==> src/rtl/latch_mon_pkg.sv <==
// Shared types and constants for the latch edge monitor.
// Holds the debounce FSM state encoding and the debounce counter width.
package latch_mon_pkg;

  localparam int DB_W = 4;

  typedef enum logic [1:0] {
    LOW    = 2'd0,
    PEND_H = 2'd1,
    HIGH   = 2'd2,
    PEND_L = 2'd3
  } state_e;

endpackage

==> src/rtl/sync_2ff.sv <==
// Single-bit two-flop synchronizer for an asynchronous input.
// Used here for the latch output and intended for reuse on other async inputs.
module sync_2ff (
  input  logic clk,
  input  logic reset,
  input  logic d,
  output logic q
);

  logic r_meta;

  // NOTE: non-blocking assignments let both flops sample on the same edge, so
  // d really takes two clocks to reach q; blocking here would collapse the chain.
  always_ff @(posedge clk or posedge reset) begin
    if (reset) begin
      r_meta <= 1'b0;
      q      <= 1'b0;
    end else begin
      r_meta <= d;
      q      <= r_meta;
    end
  end

endmodule

==> src/rtl/latch_edge_monitor.sv <==
// Synchronizes and debounces a D-latch output, emitting rise/fall strobes and
// keeping saturating event counters with a sticky overflow flag.
module latch_edge_monitor
  import latch_mon_pkg::*;
#(
  parameter int CNT_WIDTH = 8,
  parameter int DEBOUNCE  = 3
) (
  input  logic                 clk,
  input  logic                 reset,
  input  logic                 q_in,
  input  logic                 clear,
  output logic                 level,
  output logic                 rise_pulse,
  output logic                 fall_pulse,
  output logic [CNT_WIDTH-1:0] rise_count,
  output logic [CNT_WIDTH-1:0] fall_count,
  output logic                 overflow
);

  localparam logic [DB_W-1:0] DB_LAST   = DB_W'(DEBOUNCE - 1);
  localparam bit              SKIP_PEND = (DEBOUNCE == 1);

  logic            w_s;
  logic            w_rise;
  logic            w_fall;
  state_e          r_state;
  logic [DB_W-1:0] r_db_cnt;

  sync_2ff u_sync (
    .clk   (clk),
    .reset (reset),
    .d     (q_in),
    .q     (w_s)
  );

  // An event fires on the sample that completes DEBOUNCE consecutive disagreeing
  // samples; with DEBOUNCE=1 that is the very first one seen from a settled state.
  always_comb begin
    w_rise = 1'b0;
    w_fall = 1'b0;
    case (r_state)
      LOW:    w_rise = w_s && SKIP_PEND;
      PEND_H: w_rise = w_s && (r_db_cnt == DB_LAST);
      HIGH:   w_fall = !w_s && SKIP_PEND;
      PEND_L: w_fall = !w_s && (r_db_cnt == DB_LAST);
      default: ;
    endcase
  end

  always_ff @(posedge clk or posedge reset) begin
    if (reset) begin
      r_state    <= LOW;
      r_db_cnt   <= '0;
      level      <= 1'b0;
      rise_pulse <= 1'b0;
      fall_pulse <= 1'b0;
    end else begin
      rise_pulse <= w_rise;
      fall_pulse <= w_fall;
      case (r_state)
        LOW: begin
          if (w_rise) begin
            r_state <= HIGH;
            level   <= 1'b1;
          end else if (w_s) begin
            r_state  <= PEND_H;
            r_db_cnt <= DB_W'(1);
          end
        end
        PEND_H: begin
          if (!w_s) begin
            r_state  <= LOW;
            r_db_cnt <= '0;
          end else if (w_rise) begin
            r_state  <= HIGH;
            level    <= 1'b1;
            r_db_cnt <= '0;
          end else begin
            r_db_cnt <= r_db_cnt + DB_W'(1);
          end
        end
        HIGH: begin
          if (w_fall) begin
            r_state <= LOW;
            level   <= 1'b0;
          end else if (!w_s) begin
            r_state  <= PEND_L;
            r_db_cnt <= DB_W'(1);
          end
        end
        PEND_L: begin
          if (w_s) begin
            r_state  <= HIGH;
            r_db_cnt <= '0;
          end else if (w_fall) begin
            r_state  <= LOW;
            level    <= 1'b0;
            r_db_cnt <= '0;
          end else begin
            r_db_cnt <= r_db_cnt + DB_W'(1);
          end
        end
        default: r_state <= LOW;
      endcase
    end
  end

  // Clear takes priority over a coincident event, which is then dropped.
  always_ff @(posedge clk or posedge reset) begin
    if (reset) begin
      rise_count <= '0;
      fall_count <= '0;
      overflow   <= 1'b0;
    end else if (clear) begin
      rise_count <= '0;
      fall_count <= '0;
      overflow   <= 1'b0;
    end else begin
      if (w_rise) begin
        if (&rise_count) overflow <= 1'b1;
        else             rise_count <= rise_count + CNT_WIDTH'(1);
      end
      if (w_fall) begin
        if (&fall_count) overflow <= 1'b1;
        else             fall_count <= fall_count + CNT_WIDTH'(1);
      end
    end
  end

endmodule

==> config.mk <==
export PLATFORM = sky130hd
export DESIGN_NAME = latch_edge_monitor
export DESIGN_NICKNAME = d
export VERILOG_FILES = /design/src/rtl/latch_mon_pkg.sv /design/src/rtl/sync_2ff.sv /design/src/rtl/latch_edge_monitor.sv
export SDC_FILE = /design/constraint.sdc
export NUM_CORES = 1
export LEC_CHECK = 0
export BUFFER_PORTS_ARGS = -buffer_cell sky130_fd_sc_hd__buf_2
export CAP_MARGIN = 20
export CORE_ASPECT_RATIO = 2
export CORE_MARGIN = 10
export CORE_UTILIZATION = 49
export DETAILED_ROUTE_END_ITERATION = 6
export PLACE_DENSITY_LB_ADDON = 0.12
export SYNTH_ARGS = -nofsm -noshare
export SYNTH_HDL_FRONTEND = slang
export SYNTH_HIERARCHICAL = 1
export SYNTH_SLANG_ARGS = --single-unit
==> constraint.sdc <==
create_clock -name clk -period 1.9 [get_ports clk]
set_clock_uncertainty 0.2 [all_clocks]
set_input_delay 0.095 -clock clk [delete_from_list [all_inputs] [get_ports clk]]
set_output_delay 0.095 -clock clk [all_outputs]
set_load 0.02 [all_outputs]
==> results.tsv <==
metric	value	unit
outcome	finished, final reports clean	
Slew HR	77.2	%
H-tree levels	1	
Post-Synthesis Cells	134	
mux contribution to synthesized area	3.80	%
worst-margin pin slew	342	ps
yosys warns	6	
clock latency on the worst-skew pair	280	ps
Initial Util	51.1	%
initial DRC count	21	
largest family of logic cells by synthesized area	simple AND/OR/NAND/NOR gates	
pwr dens	792	nW/um^2
Synth cell types	41	
Final nets	191	
Worst IR Drop VDD	848	uV
share of the synthesized area in the top cell type	49.5	%
fin crit period	1880	ps
critical path fanouts, max	5	
area post-placement	1670	sq um
number of port buffers	23	
CTS clk-pin slew, worst paths	90	ps
Hold Slack	11.1	ps
setup violators final	0	
initial antenna violation count	0	
biggest regs	fall_count x8, rise_count x8, r_db_cnt x4	
share of synthesized flip-flops with an asynchronous set or reset	100	%
Final Cycle Share	99.0	%
Clock Path Buffers	2	
sequential share of the synthesized area	49.5	%
Simple-Gate Fraction of Synth Area	20.2	%
CTS tree	done	
top-count cell post-synth	dfrtp_1	
Yosys reg bits	28	
Min-Delay Path Class	input port to async pin	
Initial DRT Pass Iterations	4	
layout cells sized above 1	36.3	%
root buffer cell	clkbuf_8	
Max Clk Rate	0.531	GHz
most frequent cells after synthesis	28 x dfrtp_1, 14 x nand2_1, 9 x inv_1, 8 x nor2_1	
FF+latch area	702	sq um
WS Path Type	flop to flop	
Post-Syn Nets	142	
Post-Syn Area	1420	sq um
multi-input logic area	731	sq um
routed vias	1219	
Area Growth Syn to Fin	31.2	%
syn_area_per_cell	10.6	sq um
switching power total	444	uW
first-pass GRT wire length	5930	um
diodes inserted	0	
Cells after DPL	199	
vias in the first global route	1329	
max_cap viols	0	
gr usage total	13.2	%
drt drc	0	
Int Pwr	1030	uW
total power draw	1470	uW
DIE WIDTH	58	um
Post-synth EDFFs	0	
synthesized-area fraction occupied by adder cells	3.54	%
Finished Layout Cells	211	
Die H	96	um
fin area	1860	sq um
Filler Cell Count	230	
final-report hold violation count	0	
Sink Count	28	
Synth area leader	dfrtp_1	
leak pwr	0.000927	uW
# IOs	24	
critical path data arrival time	1890	ps
Synth area leaders	dfrtp_1 50%, nand2_1 3.7%, ha_1 3.5%	
Gate power share	25.2	%
Main synth FF type	dfrtp_1	
Net Sw Frac	30.2	%
WL final	3460	um
grt ovf	0	
critical path required time	1910	ps
Post-Synth XOR/XNOR Area	2.48	%
clock share of power	25.1	%
WL per Instance	16.4	um
Synth Area in Compound Gates	17.2	%
Via density	5.78	
Worst Setup End Kind	flop	
largest net degree at the start of global routing	27	
Placement Rows	27	
Post-DRT Antenna Nets	0	
RD Place Congestion	0.848	
crit path launch type	flop	
die area	5570	sq um
Final Max Tran Viols	0	
Core Region	2770	sq um
clock buffer count from CTS	3	
sequential power share	49.6	%
DPL Wire Length	2620	um
RSZ-0062 raised after global routing	yes	
## worst max-delay path: stages (launching register included)
cell,delay (ps)
dfrtp_1,400
inv_2,90
ha_4,160
and4bb_4,250
o2111ai_4,140
or4_4,450
a21oi_2,130
## cells by family (layout without fill, tap and decap cells)
group | Yosys count | after routing
fa+ha+maj | 4 | 4
compound gates | 32 | 32
flops | 28 | 28
simple gates | 49 | 49
mux | 5 | 5
buf+inv | 12 | 60
xor+xnor | 4 | 4
## what timing repair did
item	in CTS	in global routing
buffers inserted	1	4
setup endpoints to repair	5	10
resized for setup	6	9
hold endpoints to repair	30	0
hold buffers	3	0
pin swaps	1	2
## placed cells by master (no fill, tap or decap), types with 2 or more instances in the layout
master | netlist | layout
dfrtp_1 | 28 | 27
buf_2 | 1 | 23
buf_4 | 0 | 20
nand2_1 | 14 | 13
inv_1 | 9 | 8
nor2_1 | 8 | 7
nand3_1 | 6 | 6
a21oi_1 | 6 | 5
o21ai_0 | 4 | 4
nor2b_1 | 4 | 4
a211oi_1 | 4 | 4
a31oi_1 | 4 | 4
clkbuf_8 | 0 | 4
mux2_2 | 3 | 3
a311oi_1 | 3 | 3
ha_1 | 4 | 3
dlygate4sd3_1 | 0 | 3
xor2_1 | 2 | 2
o311ai_1 | 1 | 2
o21a_1 | 2 | 2
and3_1 | 2 | 2
mux2i_1 | 2 | 2
nor3_4 | 0 | 2
a41o_1 | 2 | 2
xnor2_1 | 2 | 2
and2_1 | 2 | 2
## metrics by stage
| step | setup TNS [ps] | util [%] | worst slack [ps] |
|---|---|---|---|
| 3_3_place_gp | -52.0 | 60.3 | -52.0 |
| 2_1_floorplan | 0 | - | 24.3 |
| 5_1_grt | -237 | 67.0 | -58.4 |
| 6_report | 0 | 67.0 | 18.4 |
| 3_5_place_dp | -201 | 60.3 | -106 |
| 4_1_cts | 0 | 64.8 | 0.521 |
## worst paths after layout
| check | endpoint | start | cells past startpoint | slack (ps) |
|---|---|---|---|---|
| worst max-delay path | fall_count[7] | r_db_cnt[0] | 6 | 20 |
| worst min-delay path | u_sync/r_meta | reset | 3 | 10 |
| worst max register to register | fall_count[7] | r_db_cnt[0] | 6 | 20 |
| worst min register to register | u_sync/q | u_sync/r_meta | 0 | 170 |
| max in group asynchronous | r_db_cnt[1] | reset | 4 | 1000 |
| min in group clk | u_sync/q | u_sync/r_meta | 0 | 170 |
## power groups by stage
| stage | sequential (uW) | combinational, uW | clock, uW |
|---|---|---|---|
| after global routing | 739 | 420 | 404 |
| after floorplan | 743 | 194 | 0 |
| final | 730 | 371 | 370 |
| after global placement | 731 | 315 | 0 |
| after detailed placement | 736 | 323 | 0 |
| after CTS | 729 | 346 | 380 |
## cell type report
cell class / instances / share of cell area [%]
multi-input combinational: 94 / 39.4
sequential: 28 / 37.8
timing repair buffer: 46 / 15.9
clock buffer: 4 / 2.96
inverter: 10 / 2.02
tap: 29 / 1.95
## metal layers
metal / global-route usage, % / share of wire [%] / wire (um) / up-vias
met5: 0 / 0 / 0 / -
met4: 8.07 / 3.6 / 126 / 0
met3: 3.30 / 4.3 / 149 / 11
met2: 24.7 / 56 / 1940 / 25
met1: 12.1 / 36 / 1250 / 601
li1: - / - / - / 582
Note: power is estimated with default switching activity, not from simulation.
